<file path="src/rtl/guffin_coin_if.sv">
// Coin-acceptor bus for guffin_coin_fsm: coin levels, decoder feedback,
// dispenser handshake, and the one-hot credit state going back out.
interface guffin_coin_if;
  logic coin_quarter;
  logic coin_half;
  logic coin_dollar;
  logic stateOut_0;
  logic stateOut_1;
  logic dispense_done;
  logic cState_0;
  logic cState_1;
  logic cState_2;
  logic cState_3;
  logic cState_4;
  logic cState_5;
  logic cState_6;
  logic busy;
  logic coin_reject;

  modport master (
    output coin_quarter, coin_half, coin_dollar,
    output stateOut_0, stateOut_1, dispense_done,
    input  cState_0, cState_1, cState_2, cState_3, cState_4, cState_5, cState_6,
    input  busy, coin_reject
  );

  modport slave (
    input  coin_quarter, coin_half, coin_dollar,
    input  stateOut_0, stateOut_1, dispense_done,
    output cState_0, cState_1, cState_2, cState_3, cState_4, cState_5, cState_6,
    output busy, coin_reject
  );
endinterface

</file>
<file path="src/rtl/guffin_coin_fsm.sv">
// Guffin coin acceptor: synchronises and edge-detects coins, accumulates credit
// in quarters, and holds VEND until the dispenser reports done.
module guffin_coin_fsm #(
  parameter int PRICE       = 3,
  parameter int SYNC_STAGES = 2
) (
  input logic           clk,
  input logic           rst_n,
  guffin_coin_if.slave  bus
);

  typedef enum logic [1:0] {IDLE, ACCUM, VEND} state_t;

  state_t      state, state_next;
  logic [2:0]  credit, credit_next;
  logic [6:0]  cstate;
  logic        reject, reject_next;

  // Bit order in every coin vector: [2]=dollar, [1]=half, [0]=quarter.
  logic [2:0]  sync_q [SYNC_STAGES];
  logic [2:0]  hist_q;
  logic [2:0]  synced;
  logic [2:0]  ev;
  logic        multi;
  logic [3:0]  value;
  logic [3:0]  sum;
  logic [3:0]  reload;

  always_ff @(posedge clk or negedge rst_n) begin
    if (!rst_n) begin
      for (int i = 0; i < SYNC_STAGES; i++) sync_q[i] <= '0;
      hist_q <= '0;
    end else begin
      sync_q[0] <= {bus.coin_dollar, bus.coin_half, bus.coin_quarter};
      for (int i = 1; i < SYNC_STAGES; i++) sync_q[i] <= sync_q[i-1];
      hist_q <= synced;
    end
  end

  assign synced = sync_q[SYNC_STAGES-1];
  assign ev     = synced & ~hist_q;
  assign multi  = (ev[0] & ev[1]) | (ev[0] & ev[2]) | (ev[1] & ev[2]);
  assign value  = ev[2] ? 4'd4 : (ev[1] ? 4'd2 : 4'd1);
  assign sum    = {1'b0, credit} + value;
  assign reload = {2'b00, bus.stateOut_1, bus.stateOut_0};

  function automatic state_t classify(input logic [3:0] c);
    if (c == 4'd0)
      return IDLE;
    else if (c < 4'(PRICE))
      return ACCUM;
    else
      return VEND;
  endfunction

  always_ff @(posedge clk or negedge rst_n) begin
    if (!rst_n) begin
      state  <= IDLE;
      credit <= 3'd0;
      cstate <= 7'd1;
      reject <= 1'b0;
    end else begin
      state  <= state_next;
      credit <= credit_next;
      cstate <= 7'd1 << credit_next;
      reject <= reject_next;
    end
  end

  // Coins are only credited one at a time; anything ambiguous is rejected.
  always_comb begin
    state_next  = state;
    credit_next = credit;
    reject_next = 1'b0;
    case (state)
      IDLE, ACCUM: begin
        if (multi) begin
          reject_next = 1'b1;
        end else if (|ev) begin
          if (sum > 4'd6) begin
            reject_next = 1'b1;
          end else begin
            credit_next = sum[2:0];
            state_next  = classify(sum);
          end
        end
      end
      VEND: begin
        if (|ev) reject_next = 1'b1;
        if (bus.dispense_done) begin
          credit_next = reload[2:0];
          state_next  = classify(reload);
        end
      end
      default: begin
        state_next  = IDLE;
        credit_next = 3'd0;
      end
    endcase
  end

  assign bus.cState_0    = cstate[0];
  assign bus.cState_1    = cstate[1];
  assign bus.cState_2    = cstate[2];
  assign bus.cState_3    = cstate[3];
  assign bus.cState_4    = cstate[4];
  assign bus.cState_5    = cstate[5];
  assign bus.cState_6    = cstate[6];
  assign bus.busy        = (state == VEND);
  assign bus.coin_reject = reject;

endmodule

</file>
<file path="src/flat_wrapper.sv">
// flat-port wrapper written by rule: the top's interface ports become plain ports
module guffin_coin_fsm_flat 
#(
  parameter int PRICE       = 3,
  parameter int SYNC_STAGES = 2
)
  (clk, rst_n, bus_coin_quarter, bus_coin_half, bus_coin_dollar, bus_stateOut_0, bus_stateOut_1, bus_dispense_done, bus_cState_0, bus_cState_1, bus_cState_2, bus_cState_3, bus_cState_4, bus_cState_5, bus_cState_6, bus_busy, bus_coin_reject);
  guffin_coin_if bus_i ();
  input logic clk;
  input logic rst_n;
  input wire logic [$bits(bus_i.coin_quarter)-1:0] bus_coin_quarter;
  input wire logic [$bits(bus_i.coin_half)-1:0] bus_coin_half;
  input wire logic [$bits(bus_i.coin_dollar)-1:0] bus_coin_dollar;
  input wire logic [$bits(bus_i.stateOut_0)-1:0] bus_stateOut_0;
  input wire logic [$bits(bus_i.stateOut_1)-1:0] bus_stateOut_1;
  input wire logic [$bits(bus_i.dispense_done)-1:0] bus_dispense_done;
  output wire logic [$bits(bus_i.cState_0)-1:0] bus_cState_0;
  output wire logic [$bits(bus_i.cState_1)-1:0] bus_cState_1;
  output wire logic [$bits(bus_i.cState_2)-1:0] bus_cState_2;
  output wire logic [$bits(bus_i.cState_3)-1:0] bus_cState_3;
  output wire logic [$bits(bus_i.cState_4)-1:0] bus_cState_4;
  output wire logic [$bits(bus_i.cState_5)-1:0] bus_cState_5;
  output wire logic [$bits(bus_i.cState_6)-1:0] bus_cState_6;
  output wire logic [$bits(bus_i.busy)-1:0] bus_busy;
  output wire logic [$bits(bus_i.coin_reject)-1:0] bus_coin_reject;
  assign bus_i.coin_quarter = bus_coin_quarter;
  assign bus_i.coin_half = bus_coin_half;
  assign bus_i.coin_dollar = bus_coin_dollar;
  assign bus_i.stateOut_0 = bus_stateOut_0;
  assign bus_i.stateOut_1 = bus_stateOut_1;
  assign bus_i.dispense_done = bus_dispense_done;
  assign bus_cState_0 = bus_i.cState_0;
  assign bus_cState_1 = bus_i.cState_1;
  assign bus_cState_2 = bus_i.cState_2;
  assign bus_cState_3 = bus_i.cState_3;
  assign bus_cState_4 = bus_i.cState_4;
  assign bus_cState_5 = bus_i.cState_5;
  assign bus_cState_6 = bus_i.cState_6;
  assign bus_busy = bus_i.busy;
  assign bus_coin_reject = bus_i.coin_reject;
  guffin_coin_fsm #(.PRICE(PRICE), .SYNC_STAGES(SYNC_STAGES)) u_core (.clk(clk), .rst_n(rst_n), .bus(bus_i));
endmodule
</file>
<file path="config.mk">
export PLATFORM = sky130hd
export DESIGN_NAME = guffin_coin_fsm_flat
export DESIGN_NICKNAME = d
export VERILOG_FILES = /design/src/rtl/guffin_coin_if.sv /design/src/rtl/guffin_coin_fsm.sv /design/src/flat_wrapper.sv
export SDC_FILE = /design/constraint.sdc
export NUM_CORES = 1
export LEC_CHECK = 0
export BUFFER_PORTS_ARGS = -buffer_cell sky130_fd_sc_hd__buf_2
export CELL_PAD_IN_SITES_DETAIL_PLACEMENT = 1
export CELL_PAD_IN_SITES_GLOBAL_PLACEMENT = 1
export CORE_UTILIZATION = 43
export DETAILED_ROUTE_END_ITERATION = 7
export HOLD_SLACK_MARGIN = 0.05
export PLACE_DENSITY = 0.85
export SLEW_MARGIN = 20
export SYNTH_ARGS = -nofsm -noshare
export SYNTH_HDL_FRONTEND = slang
export SYNTH_SLANG_ARGS = --single-unit
</file>
<file path="constraint.sdc">
create_clock -name clk -period 4 [get_ports clk]
set_input_delay 0.6 -clock clk [delete_from_list [all_inputs] [get_ports clk]]
set_output_delay 0.6 -clock clk [all_outputs]
set_load 0.02 [all_outputs]
</file>
==> summary.md <==
| Metric | Value |
|---|---|
| Relative slew slack | between 60 and 70% |
| Post-Syn Instances | between 80 and 90 |
| Drt total wl | 2258 um |
| Final Max Tran Viols | 0 |
| Detail Placement HPWL | 1677 um |
| Crit share post-route | 78.60% |
| Fin. Hold Viols | 0 |
| Routability cong. | 0.8158 |
| Synth-to-layout area growth | 16.32% |
| Power Dens Cells | between 700 and 800 mW/mm2 |
| Total GRT Usage | 20.18% |
| Die Height | between 50 and 60 um |
| Worst path slowest cell | fa_1 |
| Post-synth EDFFs | 0 |
| Layout filler cell count | 258 |
| Most frequent cells in the layout | dfrtp_1 (21), buf_2 (16), nor2b_1 (6) |
| DRC | 0 |
| Number of H-tree levels | 1 |
| Antenna violations before repair | 0 |
| CTS Buf Count | 3 |
| CP max FO | 8 |
| Final Power | 0.9100 mW |
| Metal-1 WL | 895 um |
| Hold Path Class | in -> async |
| Die width | 50.88 um |
| Netlist Area Pre-Place | 0.001027 mm2 |
| # diodes | 0 |
| Clk_skew | roughly 0.0038 ns |
| DR WL met2 | 1202 um |
| Root Buffer | clkbuf_4 |
| CTS max path bufs | 2 |
| Number of max-cap violations | 0 |
| Max Clock Freq | 0.3180 GHz |
| Setup TNS | 0 ns |
| Main area contributors after synthesis | dfrtp_1 (51%), ha_1 (4.9%), nor2b_1 (3.7%) |
| DRT Pass-1 Iters | 4 |
| Initial DRC count | 5 |
| Synthesized Nets | between 90 and 100 |
| Starting Density | 45.99% |
| Multi-input logic area | 452.9 um2 |
| Clock Latency Late Sink | between 0.3 and 0.4 ns |
| Via count | between 700 and 800 |
| Synthesis warning total | 0 |
| Primary FF master, synth | dfrtp_1 |
| CTS tree | built |
| Layout cells sized above 1 | 30.69% |
| R2R cell count | 12 |
| Worst setup path category | reg -> reg |
| Worst path required time | 4.22 ns |
| Largest net degree at the start of global routing | 23 |
| Worst-Margin Slew | just under 0.5 ns |
| Post-CTS Setup Bufs | 0 |
| Synth async-reset ratio | 100.0% |
| Met3 wire length | 97 um |
| Post-synth top area cell | dfrtp_1 |
| Die ar. | 0.002588 mm2 |
| Cts repair resizes | 0 |
| Clock transition at path regs | 0.12 ns |
| Maximum vdd ir drop | 0.4864 mV |
| Status | finished clean |
| Max layer used | met4 |
| IO Pins | 17 |
| RSZ-0062 raised after global routing | no |
| Nets@finish | 115 |
| Reg area | ~550 um2 |
| Overflow after GRT | 0 |
| Reg2reg start | u_core.synced[2] |
| #FFs+latches synth | 22 |
| Critical R2R Capture | u_core.cstate[6] |
| Element type at the critical path start | flip-flop |
| Vias per inst | 5.550 |
| First-pass GRT wire length | between 3000 and 4000 um |
| Clk sinks | 22 |
| Synth unique cells | 36 |
| Final Cell Area | 0.001195 mm2 |
| Row count | 17 |
| Post-route ant nets | 0 |
| Top-area cell type share of the netlist area | 51.16% |
| Placement Cell Area | 0.001142 mm2 |
| Shortest period the worst path allows | 3.144 ns |
| Crit. End Element | flip-flop |
| Setup slack, reg-to-reg | ~0.86 ns |
| Core Region | 0.002233 mm2 |
| Post-DR wirelength/cell | 17.50 um |
| Crit-path cells | nand2b_1 > clkinv_1 > nor2_1 > ha_1 > inv_1 > fa_1 > nor2b_1 > and2_1 > a211oi_2 > a21oi_2 > a221o_2 > and3_1 |
| CP arrival | 3.36 ns |
| Leak | between 0.5 and 0.6 nW |
| Seq/Total Area, Yosys | 53.71% |
| Hold buffer count at cts | 0 |
| CP peak stage delay | between 0.5 and 0.6 ns |
| Endpoints failing setup | 0 |
| Vias in the first global route | 801 |
| Syn Area/Cell | 12.68 um2 |
| PortBufs | 16 |
| Most common cell after layout, fill and taps aside | dfrtp_1 |
-- synthesized netlist by cell type, types with 2 or more instances --
cell	count
and2_1	2
dfrtp_1	21
ha_1	4
inv_1	4
mux2i_1	3
nand2_1	3
nand2b_1	4
nor2_1	4
nor2b_1	6
nor3b_2	3
xnor2_1	2
-- how the worst max path moves through the flow --
stage                          start                to  depth (start not counted)
detailed placement  u_core.synced[2]  u_core.cstate[6]                         12
finish              u_core.synced[2]  u_core.cstate[6]                         12
global route        u_core.synced[2]  u_core.cstate[4]                         13
floorplan           u_core.synced[2]  u_core.cstate[6]                         12
CTS                 u_core.synced[2]  u_core.cstate[6]                         12
global placement    u_core.synced[2]  u_core.cstate[6]                         12
-- per-stage QoR --
stage	instances	utilization, %	hold WS [ns]	setup WS [ns]
after floorplan	81	-	0.3044	1.191
after global placement	125	51.15	0.3335	1.042
after detailed placement	125	51.15	0.3363	0.8853
after CTS	129	53.50	0.2320	0.8447
after global routing	129	53.50	0.2560	0.6646
final	129	53.50	0.2282	0.8558
-- state kept, by name (all words and copies together), names as in the netlist --
signal / cells
u_core.bus.coin_reject: 1
u_core.credit: 3
u_core.cstate: 7
u_core.hist_q: 3
u_core.state: 2
u_core.sync_q: 3
u_core.synced: 3
-- layer usage --
| metal | track usage [%] | vias to the layer above |
|---|---|---|
| met5 | 0 | - |
| met4 | 12.50 | 0 |
| li1 | - | 326 |
| met2 | 34.67 | 27 |
| met3 | 4.464 | 7 |
| met1 | 22.66 | 356 |
-- worst max-delay path: cells and delay by family, from the launching register on --
kind            cells  cell delay [ns]
flops               1             0.39
fa+ha+maj           2             0.75
buf+inv             2             0.19
simple gates        5             0.78
compound gates      3             0.93
-- power breakdown --
group          switching [mW]  internal [mW]  leakage, nW  total (mW)
Combinational           0.253          0.169        0.281       0.422
Clock                  0.0668          0.101       0.0279       0.168
Sequential             0.0383          0.281        0.274       0.320
Total                   0.358          0.552        0.583       0.910
-- kinds of logic (layout without fill, tap and decap cells) --
group                    Yosys count  after routing  share of synthesized area (%)
XOR/XNOR                           2              2                          1.706
buffers and inverters              6             26                          2.191
adder cells (fa/ha/maj)            6              6                          7.796
AO/OA/AOI/OAI                     13             13                          12.91
multiplexers                       3              3                          2.923
AND/OR/NAND/NOR                   29             29                          18.76
flip-flops                        22             22                          53.72
-- layout make-up --
| cell class | count | share of cell area, % |
|---|---|---|
| well taps | 28 | 2.932 |
| flip-flops and latches | 22 | 46.18 |
| inverters | 6 | 1.885 |
| clock inverters | 1 | 2.513 |
| multi-input cells | 53 | 37.91 |
| repair buffers | 16 | 6.702 |
| clock buffers | 3 | 1.885 |
Note: power is estimated with default switching activity, not from simulation.
